===== config.mk =====
export PLATFORM = sky130hd
export DESIGN_NAME = spdif_subframe_encoder
export DESIGN_NICKNAME = d
export VERILOG_FILES = /design/src/rtl/spdif_subframe_encoder.sv
export SDC_FILE = /design/constraint.sdc
export NUM_CORES = 1
export LEC_CHECK = 0
export CORE_ASPECT_RATIO = 0.7
export CORE_UTILIZATION = 50
export CTS_CLUSTER_SIZE = 25
export DETAILED_ROUTE_END_ITERATION = 7
export DONT_BUFFER_PORTS = 1
export PLACE_DENSITY = 0.76
export SETUP_SLACK_MARGIN = 0.3
export SYNTH_ARGS = -nofsm -noshare
export SYNTH_HDL_FRONTEND = slang
export SYNTH_SLANG_ARGS = --single-unit
export TNS_END_PERCENT = 20

===== constraint.sdc =====
create_clock -name clk -period 4.5 [get_ports clk]
set_input_delay 0.45 -clock clk [delete_from_list [all_inputs] [get_ports clk]]
set_output_delay 0.45 -clock clk [all_outputs]
set_load 0.01 [all_outputs]

===== src/rtl/spdif_subframe_encoder.sv =====
// spdif_subframe_encoder
//   IEC 60958 (S/PDIF) transmitter. It accepts stereo sample pairs over a
//   valid/ready handshake and emits a biphase-mark cell stream. The stream has
//   B/M/W preambles, V/U/C/P bits and 192-frame channel-status blocks.
//   clk is the cell clock (2x bit rate): 64 cells per subframe, 128 per frame.
//
// Parameters
//   SAMPLE_W    audio bits per channel (16..24), MSB-aligned in the 24-bit field
//   CS_DEFAULT  channel-status block used until the first block latch
//
// Ports
//   clk, rst_n        cell clock, asynchronous active-low reset
//   enable            run request; dropping it finishes the current frame
//   s_valid/s_ready   sample-pair handshake (s_ready = holding register empty)
//   s_left/s_right    channel A / channel B samples, two's complement
//   cs_data           channel-status block, bit n = C bit of frame n
//   u_data            user-data block (only with USER_DATA_EN)
//   dout              biphase-mark serial output (registered)
//   block_start       high while dout carries cell 0 of a B preamble
//   underrun          1-cycle pulse: a frame started with no sample held
//
// Build option
//   USER_DATA_EN  adds u_data[191:0], latched with cs_data; U = u_reg[frame].
//                 Without it U is always 0.

module spdif_subframe_encoder #(
    parameter int unsigned  SAMPLE_W   = 20,
    parameter logic [191:0] CS_DEFAULT = '0
) (
    input  logic                clk,
    input  logic                rst_n,
    input  logic                enable,
    input  logic                s_valid,
    output logic                s_ready,
    input  logic [SAMPLE_W-1:0] s_left,
    input  logic [SAMPLE_W-1:0] s_right,
    input  logic [191:0]        cs_data,
`ifdef USER_DATA_EN
    input  logic [191:0]        u_data,
`endif
    output logic                dout,
    output logic                block_start,
    output logic                underrun
);

    typedef enum logic [1:0] {
        ST_IDLE,
        ST_RUN,
        ST_STOPPING
    } state_t;

    // Preamble cell patterns for a previous level of 0, first cell in the MSB.
    localparam logic [7:0] PRE_B = 8'b11101000;
    localparam logic [7:0] PRE_M = 8'b11100010;
    localparam logic [7:0] PRE_W = 8'b11100100;

    state_t              state;
    state_t              state_nxt;
    logic [6:0]          phase;
    logic [7:0]          frame;
    logic                rdy_ok;
    logic                hold_full;
    logic [SAMPLE_W-1:0] hold_l;
    logic [SAMPLE_W-1:0] hold_r;
    logic [SAMPLE_W-1:0] samp_l;
    logic [SAMPLE_W-1:0] samp_r;
    logic                v_bit;
    logic                par_acc;
    logic                pre_inv;
    logic [191:0]        cs_reg;
    logic                u_bit;

    logic                active;
    logic                last_cell;
    logic                load;
    logic                frame_start;
    logic [4:0]          slot;
    logic [2:0]          pre_idx;
    logic                in_pre;
    logic [23:0]         field;
    logic [7:0]          pre_pat;
    logic                data_bit;
    logic                cell_nxt;

`ifdef USER_DATA_EN
    logic [191:0]        u_reg;
    assign u_bit = u_reg[frame];
`else
    assign u_bit = 1'b0;
`endif

    // s_ready stays low through reset and rises one cycle after release.
    assign s_ready = rdy_ok & ~hold_full;

    // State register
    always_ff @(posedge clk or negedge rst_n) begin
        if (!rst_n) begin
            state <= ST_IDLE;
        end else begin
            state <= state_nxt;
        end
    end

    // Next-state logic
    always_comb begin
        state_nxt = state;
        case (state)
            ST_IDLE: begin
                if (enable) state_nxt = ST_RUN;
            end
            ST_RUN: begin
                // enable dropping at the last cell finishes the frame right away
                if (!enable) state_nxt = (phase == 7'd127) ? ST_IDLE : ST_STOPPING;
            end
            ST_STOPPING: begin
                if (phase == 7'd127) state_nxt = ST_IDLE;
            end
            default: state_nxt = ST_IDLE;
        endcase
    end

    // Output / cell logic
    always_comb begin
        active      = (state != ST_IDLE);
        last_cell   = (phase == 7'd127);
        load        = enable && ((state == ST_IDLE) || ((state == ST_RUN) && last_cell));
        frame_start = active && (phase == 7'd0) && (frame == 8'd0);
        slot        = phase[5:1];
        pre_idx     = phase[2:0];
        in_pre      = (slot < 5'd4);
        field       = phase[6] ? (24'(samp_r) << (24 - SAMPLE_W))
                               : (24'(samp_l) << (24 - SAMPLE_W));

        if (phase[6])           pre_pat = PRE_W;
        else if (frame == 8'd0) pre_pat = PRE_B;
        else                    pre_pat = PRE_M;

        data_bit = 1'b0;
        if ((slot >= 5'd4) && (slot <= 5'd27)) data_bit = field[slot - 5'd4];
        else if (slot == 5'd28)                data_bit = v_bit;
        else if (slot == 5'd29)                data_bit = u_bit;
        else if (slot == 5'd30)                data_bit = cs_reg[frame];
        else if (slot == 5'd31)                data_bit = par_acc;

        // Preamble polarity follows the level before cell 0, remembered for cells 1..7.
        if (in_pre)         cell_nxt = pre_pat[3'd7 - pre_idx] ^ ((pre_idx == 3'd0) ? dout : pre_inv);
        else if (!phase[0]) cell_nxt = ~dout;
        else                cell_nxt = dout ^ data_bit;
    end

    // Datapath
    always_ff @(posedge clk or negedge rst_n) begin
        if (!rst_n) begin
            phase       <= '0;
            frame       <= '0;
            rdy_ok      <= 1'b0;
            hold_full   <= 1'b0;
            hold_l      <= '0;
            hold_r      <= '0;
            samp_l      <= '0;
            samp_r      <= '0;
            v_bit       <= 1'b0;
            par_acc     <= 1'b0;
            pre_inv     <= 1'b0;
            cs_reg      <= CS_DEFAULT;
`ifdef USER_DATA_EN
            u_reg       <= '0;
`endif
            dout        <= 1'b0;
            block_start <= 1'b0;
            underrun    <= 1'b0;
        end else begin
            rdy_ok      <= 1'b1;
            block_start <= frame_start;
            underrun    <= load & ~hold_full;

            if (active) begin
                dout  <= cell_nxt;
                phase <= phase + 7'd1;
                if (last_cell) begin
                    frame <= ((state_nxt == ST_IDLE) || (frame == 8'd191)) ? 8'd0 : frame + 8'd1;
                end
                if (in_pre) begin
                    par_acc <= 1'b0;
                    if (pre_idx == 3'd0) pre_inv <= dout;
                end else if (phase[0] && (slot != 5'd31)) begin
                    par_acc <= par_acc ^ data_bit;
                end
            end

            if (frame_start) begin
                cs_reg <= cs_data;
`ifdef USER_DATA_EN
                u_reg  <= u_data;
`endif
            end

            // Load samples hold_full as it was before this edge; a pair accepted
            // on the same edge lands in the holding register for the next frame.
            if (load) begin
                if (hold_full) begin
                    samp_l    <= hold_l;
                    samp_r    <= hold_r;
                    v_bit     <= 1'b0;
                    hold_full <= 1'b0;
                end else begin
                    samp_l <= '0;
                    samp_r <= '0;
                    v_bit  <= 1'b1;
                end
            end

            if (s_valid && s_ready) begin
                hold_l    <= s_left;
                hold_r    <= s_right;
                hold_full <= 1'b1;
            end
        end
    end

endmodule


# After elaboration in Yosys (flattened, before gate mapping)
# Cells that the tools add are included.
[classes] n_eq_ne=9 n_addsub=4 n_bitwise=7 magnitude_cmp=6 mux=30 n_reduce_logical=20
[ops] operator="20-bit two-way mux" count=2
[ops] operator="24-bit two-way mux" count=1
[ops] operator="5-bit equality test, second input constant" count=4
[ops] operator="1-bit two-way mux" count=16
[ops] operator="8-bit by 9-bit < comparator with 1-bit output, second input constant" count=1
[ops] operator="8-bit by 1-bit adder with 8-bit output, second input constant" count=1
[ops] operator="1-bit binary-select mux with 8-bit select" count=1
[ops] operator="8-bit equality test, second input constant" count=1
[ops] operator="8-bit logical NOT" count=1
[ops] operator="2-bit two-way mux" count=4
[ops] operator="4-bit two-way mux" count=2
[ops] operator="8-bit two-way mux" count=1
[ops] operator="7-bit by 1-bit adder with 7-bit output, second input constant" count=1
[ops] operator="7-bit equality test, second input constant" count=1
[ops] operator="1-bit logical AND" count=7
[ops] operator="7-bit logical NOT" count=1
[ops] operator="5-bit by 6-bit < comparator with 1-bit output, second input constant" count=1
[ops] operator="2-bit case mux with 3 select lines" count=1
[ops] operator="2-bit AND reduction" count=3
[ops] operator="2-bit nonzero test" count=3
[ops] operator="1-bit binary-select mux with 5-bit select" count=1
[ops] operator="5-bit by 3-bit greater-or-equal comparator with 1-bit output, second input constant" count=1
[ops] operator="5-bit less-or-equal comparator, second input constant" count=1
[ops] operator="5-bit by 3-bit < comparator with 1-bit output, second input constant" count=1
[ops] operator="other kinds (13)" count=19
[word_totals] regBits=297 word_cells=92 inputBits=236

# Logic depth before layout (Yosys ltp)
# Gate-level depths: netlist of the first run.
[logic_depth] depth_word=9 ltp_mapped=14 mapped_depth_nobuf=10

# Least setup slack after synthesis of the first run
# Ideal clock, no wire load.
[synth_path] path_type="flip-flop to flip-flop" start="reg phase[3]" end="reg par_acc" t_arrival_ns=2.665 path_buffers=1 setup_time_ns=0.120 setup_slack_ns=1.715 period_less_slack_ns=2.785 path_stages_with_launch=12 required_ns=4.380 path_cell_list="dfrtp_1 clkbuf_1 inv_1 ha_1 and3_1 o32ai_1 a21oi_1 a2111oi_2 nor2_1 a311oi_1 a21oi_1 a31o_2"
[synth_via] elab_chain_len=9 word_cells_on_any_way=23
[synth_rtl] item="start, declared" line_no="59" source="logic [6:0] phase;"
[synth_rtl] item="start signal, assigned" line_no="179" source="phase <= phase + 7'd1;"
[synth_rtl] item="branches (longest 9 deep; another with 5-bit by 3-bit subtractor with 5-bit output)"
[synth_rtl] item="end signal, assigned" line_no="187" source="par_acc <= par_acc ^ data_bit;"
[synth_rtl] item="end, declared" line_no="68" source="logic par_acc;"
# Parallel ways; which one is timed is not known. The select of a mux whose other input is x is not followed.
# A chain may end at the register's enable or synchronous reset.

# Worst setup path in the final report of the first run
[layout_path] start="reg frame[3]" end="reg cs_reg[47]"
[layout_via] elab_chain_len=2
[layout_rtl] item="start, declared" line_no="60" source="logic [7:0] frame;"
[layout_rtl] item="start signal, assigned" line_no="181" source="frame <= ((state_nxt == ST_IDLE) || (frame == 8'd191)) ? 8'd0 : frame + 8'd1;"
[layout_rtl] item="8-bit logical NOT" line_no="127" source="frame_start = active && (phase == 7'd0) && (frame == 8'd0);"
[layout_rtl] item="1-bit logical AND" line_no="127"
[layout_rtl] item="end signal, assigned" line_no="192" source="cs_reg <= cs_data;"
[layout_rtl] item="end, declared" line_no="70" source="logic [191:0] cs_reg;"
# Every way passes these cells.

==> results.py, run 1 <==
metrics = {
    "global_routing": {
        "grt_util_met2_pct": 38.9,
        "overflow": 0,
        "use_met3_pct": 5.96,
        "grt_pass1_vias": 10500,
        "grtUsageTotal_pct": 25.4,
        "grt_max_degree": 298,
        "gr-usage-met1_pct": 37.2,
        "antenna_found_initial": 1,
        "grt_pass1_wl_um": 55700,
        "grt_busiest_layer": "met2",
    },
    "logic_synthesis": {
        "syn_area_per_cell_um2": 9.64,
        "synth_cell_types": 61,
        "synth-edff-count": 0,
        "yosys.area.top_type_share_pct": 54.1,
        "yosys-top-cells-area": "dfrtp_1 (54%), nand2_1 (19%), mux4_2 (6.1%)",
        "synthCells": 1424,
        "ys_seq_area_share_pct": 54.1,
        "netlist_area_um2": 13700,
        "synthArstFlopShare_pct": 100,
        "ys.flop_type": "dfrtp_1",
        "synth_warnings": 0,
        "ys_ff_latch": 297,
        "synth_nets": 1669,
        "yosys.area.top_type": "dfrtp_1",
    },
    "sta": {
        "rsz0062_at_grt": "no",
        "setup_ws_ps": 1180,
        "finalSetupViolCount": 0,
        "whs_ps": -380,
        "clock_skew_ps": 24.7,
        "relSlewSlack_pct": 30.1,
        "setup_tns_ps": 0,
        "max_freq_mhz": 302,
        "worstMarginPinSlew_ps": 1050,
        "hold_viol": 297,
        "slew_violations": 0,
        "min_period_over_period_pct": 73.7,
        "period_needed_ps": 3320,
    },
    "routing": {
        "drt_iter0_drc": 919,
        "wire_per_inst_um": 18.7,
        "finalWirelength_um": 35100,
        "vias_per_cell": 5.55,
        "vias": 10400,
        "drc": 0,
        "postRouteAntennaNets": 0,
        "drt-pass1-iter-count": 7,
    },
    "cts": {
        "post_cts_buffers": 0,
        "cts_sinks": 297,
        "cts.path.max_buffers": 3,
        "tritoncts": "done",
        "root_buffer": "clkbuf_16",
        "htree_levels": 1,
        "numCtsBuffers": 29,
        "insertion_delay_ps": 550,
        "path_clk_slew_ps": 60,
        "cts-resized-gates": 0,
    },
    "floorplanning": {
        "die_w_um": 200,
        "ios": 240,
        "dieArea_um2": 28100,
        "die_h_um": 141,
        "core-area_um2": 26800,
        "fp-row-count": 50,
        "start_util_pct": 51.2,
    },
    "place": {
        "hpwl_um": 22800,
        "gp_congestion": 0.857,
        "dpl_worst_slack_ps": 1250,
        "dp.cells": 1711,
        "port_buffers": 0,
    },
    "flow_run": {
        "drv_cap": 0,
    },
    "final_layout": {
        "fin_util_pct": 59.6,
        "nets": 1742,
        "syn2layout_area_growth_pct": 16.5,
        "layout_commonest_cell": "nand2_1",
        "multiInputGateArea_um2": 5860,
        "largest_reg_flops": 192,
        "seq_area_um2": 7440,
        "layout_common_cells": "nand2_1 (683), dfrtp_1 (295), dlygate4sd3_1 (119)",
        "nFillCells": 2167,
        "drive_gt1_share_pct": 10.2,
        "stdcell_count": 1875,
    },
    "pwr": {
        "power.density_nw_per_um2": 444,
        "ir_worst_vdd_v": 0.000234,
        "cellLeakagePower_nw": 7.01,
    },
    "critical_path": {
        "r2r_end": "cs_reg[47]",
        "critical_path.max_fanout": 87,
        "reg2reg_slack_ps": 1180,
        "cp_data_arrival_time_ps": 3810,
        "path_class": "register to register",
        "worst_setup_path_start_kind": "register",
        "worst_r2r_path_depth": 7,
        "crit_required_ps": 4990,
        "worstSetupEndpointType": "register",
        "r2r_start": "frame[3]",
    },
    "run_status": {
        "status": "complete, but fails checks",
        "violations": "hold timing",
    },
    "min_path": {
        "hp-class": "input pin to asynchronous set/reset pin",
    },
}
==> metrics by stage <==
stage / area, µm² / power, mW
floorplan: 13700 / 4.41
global placement: 13900 / 4.68
detailed placement: 13900 / 4.75
CTS: 16000 / 7.15
global route: 16000 / 7.46
finish: 16000 / 7.10
==> routing by layer <==
layer | part of all wire, % | wire length, µm
met1 | 46 | 16100
met4 | 1.2 | 429
met2 | 46 | 16100
met3 | 7.1 | 2500
met5 | 0 | 0
==> power by group <==
part / internal [mW] / switching, mW / leakage, nW / total (mW)
clock: 1.30 / 1.00 / 0.437 / 2.30
sequential: 3.09 / 0.391 / 2.99 / 3.48
combinational: 0.666 / 0.652 / 3.59 / 1.32
total: 5.06 / 2.04 / 7.01 / 7.10
==> repair_timing <==
action	CTS	global route
endpoints found under the hold margin	415	298
hold buffers	118	1
endpoints found under the setup margin	0	0
==> cell usage after synthesis, drive strengths merged (2+ instances only) <==
| library cell | number |
|---|---|
| a2111oi | 3 |
| a211oi | 3 |
| a21oi | 9 |
| a22oi | 11 |
| a311oi | 3 |
| a31oi | 5 |
| and2 | 5 |
| and3 | 4 |
| buf | 22 |
| clkbuf | 69 |
| dfrtp | 297 |
| ha | 9 |
| inv | 13 |
| mux2 | 45 |
| mux2i | 29 |
| mux4 | 47 |
| nand2 | 684 |
| nand2b | 5 |
| nand3 | 15 |
| nand4 | 6 |
| nand4b | 2 |
| nor2 | 19 |
| nor2b | 10 |
| nor3 | 9 |
| nor4 | 2 |
| o211ai | 3 |
| o21ai | 55 |
| o22ai | 3 |
| o31ai | 4 |
| o32ai | 2 |
| or2 | 3 |
| or4 | 3 |
| xnor2 | 7 |
| xor2 | 2 |
==> layout make-up <==
cell class / count / share of cell area, %
sequential: 297 / 46.5
inverter: 13 / 0.336
multi-input combinational: 1023 / 36.6
timing repair buffer: 133 / 8.18
tap: 364 / 2.85
antenna: 1 / 0.0156
clock inverter: 9 / 0.501
clock buffer: 35 / 4.99
==> worst max-delay path, stage by stage, from the launching register on <==
cell      delay, ps
dfrtp_1         630
or4_1           660
nor4_1          350
nand4b_1        330
inv_6           520
buf_4           460
nand2_1         160
nand2_1          80
==> kinds of logic after synthesis <==
kind of cell	after synthesis	share of synthesized area (%)
AND/OR/NAND/NOR	772	22.3
flip-flops	297	54.1
multiplexers	121	13.8
AO/OA/AOI/OAI	111	5.17
buffers and inverters	104	3.19
adder cells (fa/ha/maj)	9	0.820
XOR/XNOR	9	0.574
other	1	0.0273
==> worst max-delay path by stage <==
stage                       to     start  depth (start not counted)  slack, ps
global placement       par_acc  phase[2]                          8       1320
CTS                 cs_reg[47]  frame[3]                          7       1230
floorplan              par_acc  phase[3]                         11       1720
detailed placement  cs_reg[47]  frame[3]                          7       1250
global route        cs_reg[20]  frame[3]                          7        890
finish              cs_reg[47]  frame[3]                          7       1180
Power figures use the tool's default switching activity.
==> inputs of run 2 (changes only) <==
Clock period 4.5 ns to 3.4 ns, I/O delays scaled along.
==> run 2 against run 1 <==
Effect of this change: the flow still finishes with violations (hold timing); sequential share of layout area decreased by 4.3 points; design area increased by 10%; die area unchanged; total power increased by 49%; final cell count increased by 7.3%; combinational power increased by 52%; count of clock-buffer cells in the layout increased by 5; via count increased by 7.4%; largest cell class unchanged; largest power group unchanged.
==> results.py, run 2 (same netlist as run 1, synthesis figures left out) <==
metrics = {
    "global_routing": {
        "grt_pass1_wl_um": 61500,
        "grt_max_degree": 298,
        "grt_pass1_vias": 11400,
        "grtUsageTotal_pct": 28.3,
        "antenna_found_initial": 2,
        "overflow": 0,
    },
    "final_layout": {
        "syn2layout_area_growth_pct": 28.6,
        "layout_common_cells": "nand2_1 (683), dfrtp_1 (293), dlygate4sd3_1 (233)",
        "fin_util_pct": 65.8,
        "stdcell_count": 2012,
        "layout_commonest_cell": "nand2_1",
        "drive_gt1_share_pct": 10.7,
        "nFillCells": 1936,
        "nets": 1869,
        "largest_reg_flops": 192,
    },
    "critical_path": {
        "path_cells": "inv_1 > ha_1 > nand2b_1 > nor4_1 > nand4b_1 > inv_6 > buf_12 > nand2_1 > nand2_1",
        "slowest_delay_ps": 600,
        "crit_required_ps": 3900,
        "worstSetupEndpointType": "register",
        "worst_setup_path_start_kind": "register",
        "cp_data_arrival_time_ps": 3440,
        "path_class": "register to register",
        "cpMostUsedCell": "nand2_1",
        "critical_path.max_fanout": 52,
        "cpMaxStageDelayCell": "dfrtp_4",
    },
    "flow_run": {
        "drv_cap": 0,
    },
    "sta": {
        "rsz0062_at_grt": "yes",
        "max_freq_mhz": 340,
        "min_period_over_period_pct": 86.5,
        "hold_viol": 297,
        "slew_violations": 0,
        "clock_skew_ps": 9.28,
        "relSlewSlack_pct": 36.8,
        "period_needed_ps": 2940,
        "whs_ps": -524,
        "setup_tns_ps": 0,
        "finalSetupViolCount": 0,
        "worstMarginPinSlew_ps": 946,
    },
    "routing": {
        "vias_per_cell": 5.55,
        "finalWirelength_um": 39000,
        "vias": 11200,
        "postRouteAntennaNets": 0,
        "drt_iter0_drc": 858,
        "drt-pass1-iter-count": 5,
        "wire_per_inst_um": 19.4,
        "drc": 0,
    },
    "cts": {
        "cts_sinks": 297,
        "path_clk_slew_ps": 60,
        "tritoncts": "done",
        "cts.path.max_buffers": 3,
        "root_buffer": "clkbuf_16",
        "holdBufCountCts": 233,
        "numCtsBuffers": 29,
        "htree_levels": 1,
        "insertion_delay_ps": 570,
    },
    "floorplanning": {
        "fp-row-count": 50,
        "die_w_um": 200,
        "core-area_um2": 26800,
        "ios": 240,
        "start_util_pct": 51.2,
        "die_h_um": 141,
        "dieArea_um2": 28100,
    },
    "pwr": {
        "power.density_nw_per_um2": 598,
        "ir_worst_vdd_v": 0.000358,
        "cellLeakagePower_nw": 7.71,
    },
    "run_status": {
        "violations": "hold timing",
        "status": "complete, but fails checks",
    },
    "place": {
        "hpwl_um": 23700,
        "gp_congestion": 0.883,
        "port_buffers": 0,
        "dp.cells": 1723,
    },
    "min_path": {
        "hp-class": "input pin to asynchronous set/reset pin",
    },
}
-- run 2: cell types whose count changed in the layout (fill, tap and decap cells not counted), moves of 2 or more --
cell           delta
buf_12            +5
buf_4             +7
bufinv_16        +10
clkbuf_1          +3
clkbuf_8          +2
clkinv_2          -5
dfrtp_1           -2
dlygate4sd3_1   +114
-- run 2: where the power goes --
part | internal, mW | total [mW] | leakage (nW) | switching [mW]
sequential | 4.09 | 4.60 | 2.98 | 0.507
combinational | 1.02 | 2.00 | 4.16 | 0.979
clock | 2.55 | 3.96 | 0.573 | 1.41
-- run 2: final timing paths --
path                       startpoint  slack [ps]  cells after the start     endpoint
setup / recovery             frame[0]         460                      9  cs_reg[181]
hold / removal                  rst_n        -520                      0   samp_l[11]
setup reg to reg             frame[0]         460                      9  cs_reg[181]
hold reg to reg            cs_reg[32]         470                      2   cs_reg[32]
max in group asynchronous       rst_n        3330                      0   hold_r[17]
min in group clk               enable          30                      3     state[1]
-- run 2: final cells by class --
type / instances / area, µm² / area share [%]
Antenna cell: 2 / 5.00 / 0.0284
Clock buffer: 40 / 837 / 4.74
Clock inverter: 13 / 347 / 1.96
Inverter: 13 / 53.8 / 0.305
Multi-Input combinational cell: 1023 / 5880 / 33.3
Sequential cell: 297 / 7440 / 42.2
Tap cell: 364 / 455 / 2.58
Timing Repair Buffer: 260 / 2630 / 14.9
-- run 2: metrics by stage --
step | hold slack, ps | setup WS, ps | area [µm²] | power (mW)
floorplan | 44.4 | 615 | 13700 | 5.83
finish | -524 | 458 | 17600 | 10.6
detailed placement | 54.0 | 376 | 14100 | 6.36
global placement | 52.8 | 316 | 14100 | 6.26
CTS | -549 | 345 | 17600 | 10.5
global route | -543 | 288 | 17600 | 11.0
-- run 2: repair_timing --
action / in CTS / in global routing
setup buffers: 0 / 1
endpoints found under the setup margin: 0 / 13
endpoints found under the hold margin: 530 / 297
gates resized for setup: 0 / 5
-- run 2: worst max-delay path: cells and delay by family, from the launching register on --
kind	cells	cell delay, ps
buffers and inverters	3	1080
AND/OR/NAND/NOR	5	970
flip-flops	1	600
adder cells (fa/ha/maj)	1	210
-- run 2: per-layer routing --
metal	share of wire (%)	vias to the layer above	GRT usage (%)
met5	0	-	0
met3	7.5	95	5.60
li1	-	5099	-
met4	2.9	0	8.12
met2	46	487	44.1
met1	44	5495	40.4
==> inputs of run 3 (changes only) <==
Settings changed: REMOVE_ABC_BUFFERS set to 1.
==> run 3 against run 2 <==
Effect of this change: the run still ends with hold timing left; fmax increased by 0.28%; sequential power decreased by 0.9%; die area unchanged; critical path type unchanged; largest cell class unchanged.
==> results.py, run 3 (same netlist as run 1, synthesis figures left out) <==
metrics = {
    "run_status": {
        "status": "complete, but fails checks",
        "violations": "hold timing",
    },
    "cts": {
        "cts_sinks": 297,
        "root_buffer": "clkbuf_16",
        "path_clk_slew_ps": 60,
        "holdBufCountCts": 233,
        "insertion_delay_ps": 580,
        "htree_levels": 1,
        "numCtsBuffers": 30,
        "cts.path.max_buffers": 3,
        "tritoncts": "done",
    },
    "sta": {
        "whs_ps": -506,
        "max_freq_mhz": 341,
        "worstMarginPinSlew_ps": 981,
        "period_needed_ps": 2930,
        "relSlewSlack_pct": 34.4,
        "finalSetupViolCount": 0,
        "hold_viol": 297,
        "rsz0062_at_grt": "no",
        "min_period_over_period_pct": 86.3,
        "slew_violations": 0,
        "setup_ws_ps": 466,
        "clock_skew_ps": 26.6,
    },
    "global_routing": {
        "antenna_found_initial": 0,
        "overflow": 0,
        "grt_pass1_vias": 11400,
        "grtUsageTotal_pct": 27.5,
        "grt_pass1_wl_um": 59700,
        "grt_max_degree": 298,
    },
    "place": {
        "gp_congestion": 0.913,
        "hpwl_um": 22200,
        "dpl_worst_slack_ps": 385,
        "port_buffers": 0,
    },
    "routing": {
        "postRouteAntennaNets": 0,
        "finalWirelength_um": 38300,
        "drt-pass1-iter-count": 5,
        "drc": 0,
        "wire_per_inst_um": 19.1,
        "vias_per_cell": 5.51,
        "drt_iter0_drc": 879,
        "vias": 11100,
    },
    "floorplanning": {
        "fp-row-count": 50,
        "core-area_um2": 26800,
        "die_h_um": 141,
        "dieArea_um2": 28100,
        "die_w_um": 200,
        "ios": 240,
        "start_util_pct": 51.2,
    },
    "final_layout": {
        "nFillCells": 1953,
        "syn2layout_area_growth_pct": 27.7,
        "multiInputGateArea_um2": 5860,
        "drive_gt1_share_pct": 10.6,
        "nets": 1865,
        "largest_reg_flops": 192,
        "seq_area_um2": 7440,
        "layout_common_cells": "nand2_1 (682), dfrtp_1 (294), dlygate4sd3_1 (233)",
        "layout_commonest_cell": "nand2_1",
        "antenna_cells": 0,
    },
    "critical_path": {
        "path_class": "register to register",
        "crit_required_ps": 3890,
        "cp_data_arrival_time_ps": 3420,
        "worst_setup_path_start_kind": "register",
        "worstSetupEndpointType": "register",
        "reg2reg_slack_ps": 470,
        "critical_path.max_fanout": 84,
    },
    "min_path": {
        "hp-class": "input pin to asynchronous set/reset pin",
    },
    "pwr": {
        "ir_worst_vdd_v": 0.000430,
        "total_power_mw": 10.3,
        "power.density_nw_per_um2": 589,
        "cellLeakagePower_nw": 7.68,
    },
    "flow_run": {
        "drv_cap": 0,
    },
}
==> run 3: changes by cell type in the layout (fill, tap and decap cells not counted), moves of 2 or more <==
cell,before,now
bufinv_16,11,7
clkbuf_8,7,11
buf_12,6,4
buf_4,20,18
clkinv_2,0,2
diode_2,2,0
inv_6,2,0
==> run 3: per-layer routing <==
metal  part of all wire (%)  up-vias  routed length (µm)  global-route usage [%]
met1                     41     5395               15800                    37.0
met4                    2.7        0                1050                    8.60
met5                      0        -                   0                       0
li1                       -     5082                   -                       -
met3                    8.2       88                3130                    6.53
met2                     48      497               18300                    44.3
==> run 3: area by class of cell <==
type | count | share of cell area, %
clock inverter | 12 | 1.43
tap | 364 | 2.60
sequential | 297 | 42.4
timing repair buffer | 255 | 14.5
multi-input combinational | 1023 | 33.4
inverter | 13 | 0.357
clock buffer | 44 | 5.21
==> run 3: repair_timing <==
item / in CTS / in global routing
hold endpoints to repair: 530 / 297
buffers inserted: 0 / 5
resized for setup: 0 / 3
setup endpoints to repair: 0 / 145
==> run 3: report_power, final <==
group	internal (mW)	switching, mW
Combinational	0.994	0.948
Clock	2.39	1.43
Sequential	4.09	0.472
==> run 3: path summary, 6_finish.rpt <==
kind,to,cells past startpoint,from
min reg2reg,cs_reg[37],2,cs_reg[37]
max in group asynchronous,frame[0],0,rst_n
max reg2reg,cs_reg[146],10,frame[1]
min,samp_l[16],0,rst_n
min in group clk,state[1],3,enable
max,cs_reg[146],10,frame[1]
==> run 3: per-stage QoR <==
| step | area, µm² | util, % | cells | TNS [ps] |
|---|---|---|---|---|
| 2_1_floorplan | 13300 | - | 1333 | -1493440 |
| 3_3_place_gp | 14000 | 52.1 | 1714 | 0 |
| 3_5_place_dp | 14000 | 52.1 | 1714 | 0 |
| 4_1_cts | 17500 | 65.1 | 2003 | 0 |
| 5_1_grt | 17500 | 65.3 | 2008 | 0 |
| 6_report | 17500 | 65.3 | 2008 | 0 |
==> run 3: worst max-delay path, cell delays in order (launching register included) <==
cell      delay (ps)
dfrtp_4          670
buf_4            270
inv_1            110
ha_1             150
nand2b_1          70
nor4_1           270
nand4b_1         250
bufinv_8         410
buf_12           340
nand2_1          150
nand2_1          100
